## config.mk

```make
export PLATFORM = sky130hd
export DESIGN_NAME = cla25_stream_acc
export DESIGN_NICKNAME = d
export VERILOG_FILES = /design/src/rtl/cla_acc_pkg.sv /design/src/rtl/cla25_stream_acc_cla.sv /design/src/rtl/cla25_stream_acc.sv
export SDC_FILE = /design/constraint.sdc
export NUM_CORES = 1
export LEC_CHECK = 0
export CORE_UTILIZATION = 44
export CTS_BUF_LIST = sky130_fd_sc_hd__clkbuf_16
export CTS_CLUSTER_DIAMETER = 100
export CTS_CLUSTER_SIZE = 24
export DETAILED_ROUTE_END_ITERATION = 7
export PLACE_DENSITY_LB_ADDON = 0.12
export SETUP_SLACK_MARGIN = 0.02
export SLEW_MARGIN = 20
export SYNTH_ARGS = -nofsm -noshare
export SYNTH_HDL_FRONTEND = slang
export SYNTH_HIERARCHICAL = 1
export SYNTH_SLANG_ARGS = --single-unit
export TNS_END_PERCENT = 100
```

## constraint.sdc

```tcl
create_clock -name clk -period 3.6 [get_ports clk]
set_input_delay 0.9 -clock clk [delete_from_list [all_inputs] [get_ports clk]]
set_output_delay 0.9 -clock clk [all_outputs]
set_load 0.01 [all_outputs]
```

## src/rtl/cla_acc_pkg.sv

```systemverilog
// cla_acc_pkg
// Shared definitions for the 25-bit streaming accumulator:
//   - acc_state_t   : accumulator FSM state (IDLE, ACCUM, HOLD), 2-bit encoding
//   - CLA_ACC_WIDTH : operand/sum width, matches the CLA_25bit adder
//   - CLA_ACC_CNT_W : default beat-counter width
//   - CLA_ACC_CNT_SAT : saturation value of the default beat counter
package cla_acc_pkg;

  localparam int CLA_ACC_WIDTH = 25;
  localparam int CLA_ACC_CNT_W = 8;
  localparam logic [CLA_ACC_CNT_W-1:0] CLA_ACC_CNT_SAT = '1;

  typedef enum logic [1:0] {
    IDLE  = 2'd0,
    ACCUM = 2'd1,
    HOLD  = 2'd2
  } acc_state_t;

endpackage

```

## src/rtl/cla25_stream_acc_cla.sv

```systemverilog
// CLA_25bit
// Block carry-lookahead adder, 4-bit groups. Group generate/propagate are
// formed from the operands only, so the carry into each group comes from
// the lookahead chain rather than rippling through the previous group.
// Ports:
//   A, B    [width:1]  operands
//   cin                carry in
//   S       [width:1]  sum
//   cout               carry out of the top bit
//   p_1_25             propagate across the whole word
//   g_1_25             generate across the whole word (carry out with cin=0)
module CLA_25bit #(
  parameter int width = 25
) (
  input  logic [width:1] A,
  input  logic [width:1] B,
  input  logic           cin,
  output logic [width:1] S,
  output logic           cout,
  output logic           p_1_25,
  output logic           g_1_25
);

  localparam int NBLK = (width + 3) / 4;
  localparam int PW   = NBLK * 4;

  // Operands padded to a whole number of 4-bit groups; pad bits are 0 so
  // they neither generate nor propagate.
  logic [PW:1] pe;
  logic [PW:1] ge;
  // c[i] is the carry out of bit i; c[0] is cin.
  logic [PW:0] c;
  logic        blk_g;
  logic        blk_p;
  logic        blk_cin;
  logic        word_g;

  always_comb begin
    pe = '0;
    ge = '0;
    pe[width:1] = A ^ B;
    ge[width:1] = A & B;
    c       = '0;
    c[0]    = cin;
    blk_cin = cin;
    blk_g   = 1'b0;
    blk_p   = 1'b1;
    for (int b = 0; b < NBLK; b++) begin
      // Group G/P from operand bits only.
      blk_g = 1'b0;
      blk_p = 1'b1;
      for (int k = 0; k < 4; k++) begin
        blk_g = ge[b*4+k+1] | (pe[b*4+k+1] & blk_g);
        blk_p = blk_p & pe[b*4+k+1];
      end
      // Carries inside the group start from the looked-ahead group carry-in.
      c[b*4] = blk_cin;
      for (int k = 0; k < 4; k++) begin
        c[b*4+k+1] = ge[b*4+k+1] | (pe[b*4+k+1] & c[b*4+k]);
      end
      blk_cin = blk_g | (blk_p & blk_cin);
    end
  end

  always_comb begin
    word_g = 1'b0;
    for (int i = 1; i <= width; i++) begin
      word_g = ge[i] | (pe[i] & word_g);
    end
  end

  assign S      = pe[width:1] ^ c[width-1:0];
  assign cout   = c[width];
  assign p_1_25 = &pe[width:1];
  assign g_1_25 = word_g;

endmodule

```

## src/rtl/cla25_stream_acc.sv

```systemverilog
// cla25_stream_acc
// Streaming accumulator in front of CLA_25bit. Each accepted input word is
// added to the running sum; the final beat of a burst moves the block to
// HOLD, where the total is presented until the consumer takes it.
// Optional macro CLA25_ACC_SUB_EN adds port in_sub: a beat with in_sub=1 is
// subtracted instead of added, and a borrow sets the sticky overflow flag.
// Ports:
//   clk, rst             clock, synchronous active-high reset
//   in_valid/in_ready    input beat handshake
//   in_data [WIDTH:1]    operand
//   in_last              final beat of the burst
//   in_sub               (CLA25_ACC_SUB_EN only) subtract this beat
//   out_valid/out_ready  result handshake
//   out_sum [WIDTH:1]    burst total modulo 2^WIDTH
//   out_ovf              sticky carry-out/borrow seen during the burst
//   out_count [CNT_W]    beats accepted in the burst, saturating
//   dbg_state            current FSM state
//
// Handshake: a transfer happens on a rising edge where valid and ready are
// both 1. A producer holding valid keeps its payload stable until that edge;
// out_valid is never withdrawn and out_* are stable until the transfer.
module cla25_stream_acc
  import cla_acc_pkg::*;
#(
  parameter int WIDTH = CLA_ACC_WIDTH,
  parameter int CNT_W = CLA_ACC_CNT_W
) (
  input  logic             clk,
  input  logic             rst,
  input  logic             in_valid,
  output logic             in_ready,
  input  logic [WIDTH:1]   in_data,
  input  logic             in_last,
`ifdef CLA25_ACC_SUB_EN
  input  logic             in_sub,
`endif
  output logic             out_valid,
  input  logic             out_ready,
  output logic [WIDTH:1]   out_sum,
  output logic             out_ovf,
  output logic [CNT_W-1:0] out_count,
  output logic [1:0]       dbg_state
);

  localparam logic [CNT_W-1:0] CNT_MAX = {CNT_W{1'b1}};

  acc_state_t       state;
  logic [WIDTH:1]   acc;
  logic             ovf;
  logic [CNT_W-1:0] cnt;
  logic             in_ready_q;
  logic             out_valid_q;

  logic [WIDTH:1]   adder_b;
  logic             adder_cin;
  logic [WIDTH:1]   adder_s;
  logic             adder_cout;
  logic             adder_p_unused;
  logic             adder_g_unused;
  logic             ovf_hit;
  logic             beat;

`ifdef CLA25_ACC_SUB_EN
  // Subtraction as acc + ~in_data + 1; a missing carry-out is a borrow.
  always_comb begin
    adder_b   = in_sub ? ~in_data : in_data;
    adder_cin = in_sub;
    ovf_hit   = in_sub ? ~adder_cout : adder_cout;
  end
`else
  always_comb begin
    adder_b   = in_data;
    adder_cin = 1'b0;
    ovf_hit   = adder_cout;
  end
`endif

  CLA_25bit #(
    .width (WIDTH)
  ) u_cla (
    .A      (acc),
    .B      (adder_b),
    .cin    (adder_cin),
    .S      (adder_s),
    .cout   (adder_cout),
    .p_1_25 (adder_p_unused),
    .g_1_25 (adder_g_unused)
  );

  assign beat = in_valid & in_ready_q;

  always_ff @(posedge clk) begin
    if (rst) begin
      state       <= IDLE;
      acc         <= '0;
      ovf         <= 1'b0;
      cnt         <= '0;
      in_ready_q  <= 1'b1;
      out_valid_q <= 1'b0;
    end else begin
      case (state)
        IDLE, ACCUM: begin
          if (beat) begin
            acc <= adder_s;
            ovf <= ovf | ovf_hit;
            if (cnt != CNT_MAX) begin
              cnt <= cnt + 1'b1;
            end
            if (in_last) begin
              state       <= HOLD;
              in_ready_q  <= 1'b0;
              out_valid_q <= 1'b1;
            end else begin
              state <= ACCUM;
            end
          end
        end
        HOLD: begin
          // out_valid is 1 throughout HOLD, so out_ready alone completes it.
          if (out_ready) begin
            state       <= IDLE;
            acc         <= '0;
            ovf         <= 1'b0;
            cnt         <= '0;
            in_ready_q  <= 1'b1;
            out_valid_q <= 1'b0;
          end
        end
        default: begin
          state       <= IDLE;
          acc         <= '0;
          ovf         <= 1'b0;
          cnt         <= '0;
          in_ready_q  <= 1'b1;
          out_valid_q <= 1'b0;
        end
      endcase
    end
  end

  assign in_ready  = in_ready_q;
  assign out_valid = out_valid_q;
  assign out_sum   = acc;
  assign out_ovf   = ovf;
  assign out_count = cnt;
  assign dbg_state = state;

endmodule

```

==> out/results.tsv, run 1 <==
stage	metric	value	unit
sta	Pins Over Slew Limit	0	
clock_network	Max clock buf depth	2	
detailed_routing	routed len/inst	15.80	microns
sta	actual transition at the worst max-transition pin	712.5	ps
detailed_routing	vias after detailed routing	2241	
critical_path	Setup crit start	in_data[16]	
sta	setup_tns	0	ps
critical_path	Worst path most repeated cell	fa_2	
layout	share of cells above drive strength 1	22.66	%
sta	fin crit period	3463	ps
placed_design	port bufs	67	
sta	Fin. Hold Viols	0	
placed_design	GP Congestion	0.8081	
critical_path	WS Path Type	in2reg	
critical_path	Crit path largest cell delay	500	ps
synth	synthesized area	0.002525	sq mm
global_routing	GRT overflow	0	
synth	Syn Inst Count	240	
critical_path	Worst setup EP type	flip-flop	
layout	Final Util	67.37	%
global_routing	vias in the first global route	2228	
clock_network	TritonCTS Buffers	5	
min_path	worst hold path class	reg2reg	
detailed_routing	WL final	6369	microns
outcome	outcome	completed	
flow_run	maxcap violations	0	
clock_network	Clock Sinks	38	
sta	endpoints failing setup	0	
clock_network	CTS tree	built	
critical_path	CP Launch Type	input pin	
critical_path	Critical Path Fanout Max	4	
detailed_routing	DR DRC count	0	
clock_network	worst skew pair latency	280	ps
detailed_routing	number of optimization iterations in the first detailed-route pass	4	
die	Core Footprint	0.005507	sq mm
die	Die Y	77.75	microns
sta	worst hold margin	481.9	ps
placed_design	placed cell count	393	
die	Initial Util	45.85	%
detailed_routing	vias per inst	5.561	
global_routing	largest net degree at the start of global routing	29	
power_and_ir_drop	Overall Power	1.597	mW
layout	Post-Layout Cell Count	403	
critical_path	Worst EP arrival	3640	ps
global_routing	gr usage total	22.69	%
sta	RSZ-0062 raised after global routing	false	
critical_path	reg2reg start	out_sum[3]	
clock_network	Reg clk slew, reported paths	60	ps
detailed_routing	Detailed Route Iter0 Violations	91	
die	row count	27	
sta	Clock Skew	6.242	ps
die	die width	77.75	microns
min_path	hold_sp	out_count[1]	
critical_path	CP max-delay cell	clkdlybuf4s50_1	
power_and_ir_drop	power density over the cells	430.4	mW/mm^2
die	I/O Pins	68	
sta	Max Clk Rate	288.7	MHz
global_routing	antenna violations before repair	0	
clock_network	CTS root buffer	clkbuf_16	
detailed_routing	antenna-violating nets left	0	
critical_path	critical path cell sequence	clkdlybuf4s50_1 > ha_4 > a21oi_2 > o21a_1 > a21boi_4 > inv_1 > fa_1 > fa_2 > fa_2 > xor2_1 > o221a_1	
synth	post-synthesis average cell area	10.52	sq um
layout	area added between synthesis and finish	46.93	%
power_and_ir_drop	maximum VDD drop	0.2535	mV
layout	Layout Nets	405	
critical_path	Req. time, crit path	3770	ps
die	die area	0.006045	sq mm
clock_network	H-tree depth	2	
sta	Slew headroom	52.50	%
placed_design	DP HPWL	4433	microns
layout	antenna fix cells	0	
sta	Final period util	96.21	%
synth	Synth Warn #	6	
power_and_ir_drop	leakage power	1.522	nW
global_routing	first-pass GRT wire length	10640	microns
layout	# fillers	442	
## area by class of cell
class	instances	area [sq um]	area share [%]
clock buffers	5	125.1	3.373
clock inverters	2	11.26	0.3035
inverters	11	41.29	1.113
multi-input cells	180	1819	49.04
flip-flops and latches	38	760.7	20.51
well taps	72	90.09	2.428
repair buffers	95	862.1	23.24
## metal layers
metal	up-vias	routed length (microns)	track usage, %
met3	9	288	5.059
met2	56	3229	38.23
met1	1098	2757	28.41
met4	0	95	7.925
li1	1078	-	-
met5	-	0	0
## where the power goes
part           internal (mW)  switching, mW  total, mW
Combinational          0.352          0.276      0.628
Clock                  0.250          0.172      0.422
Sequential             0.473         0.0741      0.547
## timing repair
item,in CTS,in global routing
endpoints found under the setup margin,10,6
setup buffers,3,0
pin swaps,15,12
gates resized for setup,36,5
hold buffers,0,0
## layout by cell type (no fill, tap or decap), drive strengths merged
cell and n:
a21o 3, clkbuf 6, or2 5, xor2 6
dlygate4sd2 9, clkdlybuf4s50 54, nor2b 2, conb 2
o41ai 1, a211oi 1, clkinvlp 1, fa 19
nand3 5, inv 12, o221ai 1, dfxtp 38
or4 2, nand2 12, and3 4, or3 1
or3b 1, o21ai 11, a21boi 1, a21oi 20
a221oi 1, buf 31, ha 25, nand3b 1
nor2 13, o22ai 1, a22oi 2, o221a 23
and3b 1, nand4 6, o21a 5, nor3 1
a31oi 3, o32ai 1
## sequential cells by signal (all words and copies together) (netlist names)
signal and cells:
out_ovf 1, out_valid 1, out_sum 25, in_ready 1
dbg_state 2, out_count 8
## critical path, delay by kind of cell
kind                     cells  cell delay (ps)
XOR/XNOR                     1              140
AO/OA/AOI/OAI                4              720
adder cells (fa/ha/maj)      4             1310
buffers and inverters        2              570
## worst paths after layout
kind	to	slack [ps]	cells after the start
setup / recovery	out_sum[20]	140	11
hold / removal	out_count[1]	480	2
setup reg to reg	out_sum[12]	400	11
hold reg to reg	out_count[1]	480	2
## metrics by stage
step | setup slack (ps) | instance area (sq um)
2_1_floorplan | 5.315 | 2551
3_3_place_gp | -502.6 | 3422
3_5_place_dp | -570.1 | 3422
4_1_cts | 22.71 | 3676
5_1_grt | 20.40 | 3710
6_report | 136.6 | 3710
Power figures use the tool's default switching activity.
==> inputs of run 2 (changes only) <==
--- a/config.mk
+++ b/config.mk
@@ -5,6 +5,7 @@
 export SDC_FILE = /design/constraint.sdc
 export NUM_CORES = 1
 export LEC_CHECK = 0
+export CAP_MARGIN = 25
 export CORE_UTILIZATION = 44
 export CTS_BUF_LIST = sky130_fd_sc_hd__clkbuf_16
 export CTS_CLUSTER_DIAMETER = 100
==> run 2 against run 1 <==
Clock skew is essentially flat; global-route usage is 0.62 points lower; critical endpoint is now out_sum[16]; routed wire length fell by 0.68%; final cell count is 0.25% higher; via count is 2.1% lower; highest routed layer unchanged; register-to-register slack worse by 50 ps; clock power grew 16%; count of clock-buffer cells in the layout stayed put.
==> out/results.tsv, run 2 (synthesis results as in run 1) <==
stage	metric	value	unit	change
placed_design	DP HPWL	4458	microns	+0.55%
detailed_routing	WL final	6326	microns	-0.68%
layout	most frequent cells in the layout	clkdlybuf4s50_1 (53), dfxtp_1 (38), buf_4 (27), a21oi_1 (19), o221a_1 (16)		
clock_network	Hold-fix buffers, CTS	0		unchanged
flow_run	maxcap violations	0		unchanged
global_routing	vias in the first global route	2202		-1.2%
die	Core Footprint	0.005507	sq mm	unchanged
power_and_ir_drop	maximum VDD drop	0.2505	mV	-1.2%
layout	cell area after layout	0.003746	sq mm	+0.98%
clock_network	Max clock buf depth	2		unchanged
critical_path	CP max-delay cell	fa_1		
global_routing	GRT overflow	0		unchanged
clock_network	Reg clk slew, reported paths	60	ps	about the same
placed_design	port bufs	67		unchanged
clock_network	Clock Sinks	38		unchanged
detailed_routing	antenna-violating nets left	0		unchanged
critical_path	Worst setup EP type	flip-flop		
die	die width	77.75	microns	unchanged
critical_path	critical path's top delay family	adder cells		
critical_path	reg2reg start	out_sum[3]		
global_routing	gr usage total	22.07	%	-0.62 points
layout	antenna fix cells	0		unchanged
clock_network	CTS root buffer	clkbuf_16		
die	die area	0.006045	sq mm	unchanged
critical_path	Worst EP arrival	3670	ps	+30 ps
sta	actual transition at the worst max-transition pin	556.9	ps	-155.6 ps
layout	max reg flops	25		unchanged
critical_path	Req. time, crit path	3770	ps	about the same
sta	Max Clk Rate	285.6	MHz	-1.1%
layout	share of cells above drive strength 1	22.29	%	-0.37 points
power_and_ir_drop	power density over the cells	444.8	mW/mm^2	+3.3%
critical_path	Worst R2R Path Depth	11		unchanged
critical_path	critical path depth	12		+1
detailed_routing	DR DRC count	0		unchanged
outcome	outcome	completed		
critical_path	CP Buf/Inv Count	3		+1
min_path	hold_sp	out_count[1]		
min_path	Hold Path Stages	2		unchanged
clock_network	TritonCTS Buffers	5		unchanged
layout	area added between synthesis and finish	48.36	%	
critical_path	critical path cell sequence	buf_2 > ha_4 > a21o_1 > a221oi_4 > o221ai_4 > buf_4 > buf_4 > fa_2 > fa_2 > fa_1 > xor2_1 > o221a_1		
min_path	worst hold path class	reg2reg		
sta	Clock Skew	6.205	ps	-0.03703 ps
detailed_routing	routed len/inst	15.66	microns	-0.92%
critical_path	Setup crit start	in_data[3]		
die	Die Y	77.75	microns	unchanged
die	row count	27		unchanged
clock_network	CTS tree	built		
sta	Final period util	97.25	%	+1.0 points
layout	Final Util	68.03	%	+0.66 points
detailed_routing	vias after detailed routing	2195		-2.1%
clock_network	H-tree depth	2		unchanged
clock_network	worst skew pair latency	280	ps	about the same
placed_design	GP Congestion	0.8081		unchanged
sta	worst hold margin	480.2	ps	-1.700 ps
sta	setup_tns	0	ps	unchanged
die	Initial Util	45.85	%	unchanged
detailed_routing	vias per inst	5.433		-2.3%
global_routing	largest net degree at the start of global routing	29		unchanged
die	I/O Pins	68		unchanged
layout	commonest non-fill, non-tap cell in the layout	clkdlybuf4s50_1		
detailed_routing	number of optimization iterations in the first detailed-route pass	4		unchanged
global_routing	first-pass GRT wire length	10370	microns	-2.5%
critical_path	CP Launch Type	input pin		
layout	Layout Nets	406		+0.25%
placed_design	placed inst area	0.003427	sq mm	+0.15%
critical_path	WS Path Type	in2reg		
power_and_ir_drop	Overall Power	1.666	mW	+4.3%
critical_path	Critical Path Fanout Max	2		-2
sta	Fin. Hold Viols	0		unchanged
sta	endpoints failing setup	0		unchanged
critical_path	Crit path largest cell delay	390	ps	-110 ps
sta	RSZ-0062 raised after global routing	true		
sta	Slew headroom	62.76	%	+10 points
power_and_ir_drop	leakage power	1.543	nW	+1.4%
sta	fin crit period	3501	ps	+37.71 ps
global_routing	antenna violations before repair	0		unchanged
detailed_routing	Detailed Route Iter0 Violations	67		-26%
sta	Pins Over Slew Limit	0		unchanged
[run 2: what timing repair did]
| action | 4_1_cts | 5_1_grt |
|---|---|---|
| resized for setup | 32 | 9 |
| setup endpoints to repair | 10 | 3 |
| gates cloned | 0 | 0 |
| setup buffers | 1 | 2 |
| pin swaps | 15 | 16 |
[run 2: worst paths after layout]
kind | end | slack [ps]
worst max-delay path | out_sum[16] | 100
worst max register to register | out_sum[16] | 350
worst min register to register | out_count[1] | 480
worst min-delay path | out_count[1] | 480
[run 2: metal layers]
metal | up-vias | global-route usage [%] | routed length, microns
li1 | 1079 | - | -
met1 | 1058 | 27.72 | 2765
met2 | 51 | 36.81 | 3220
met3 | 7 | 4.941 | 268
met4 | 0 | 8.302 | 72
met5 | - | 0 | 0
[run 2: per-stage QoR]
step           setup WS [ps]  std cells
5_1_grt                7.030        404
2_1_floorplan          5.315        241
4_1_cts                20.95        402
3_5_place_dp          -561.8        394
3_3_place_gp          -502.6        393
6_report               98.85        404
[run 2: worst register-to-register path: stages, from the launching register on]
cell	delay, ps
dfxtp_1	450
ha_4	250
a21o_1	180
a221oi_4	330
o221ai_4	160
buf_4	150
buf_4	130
fa_2	350
fa_2	350
fa_1	390
xor2_1	150
o221a_1	250
[run 2: report_power, final]
group,internal (mW),switching [mW]
clock,0.320,0.169
combinational,0.354,0.276
sequential,0.473,0.0747
total,1.15,0.519
[run 2: cell type report]
cell class,instances,area (sq um)
inverters,11,41.29
fillers,455,1760
clock inverters,2,33.78
well taps,72,90.09
clock buffers,5,125.1
repair buffers,96,874.6
multi-input cells,180,1821
flip-flops and latches,38,760.7
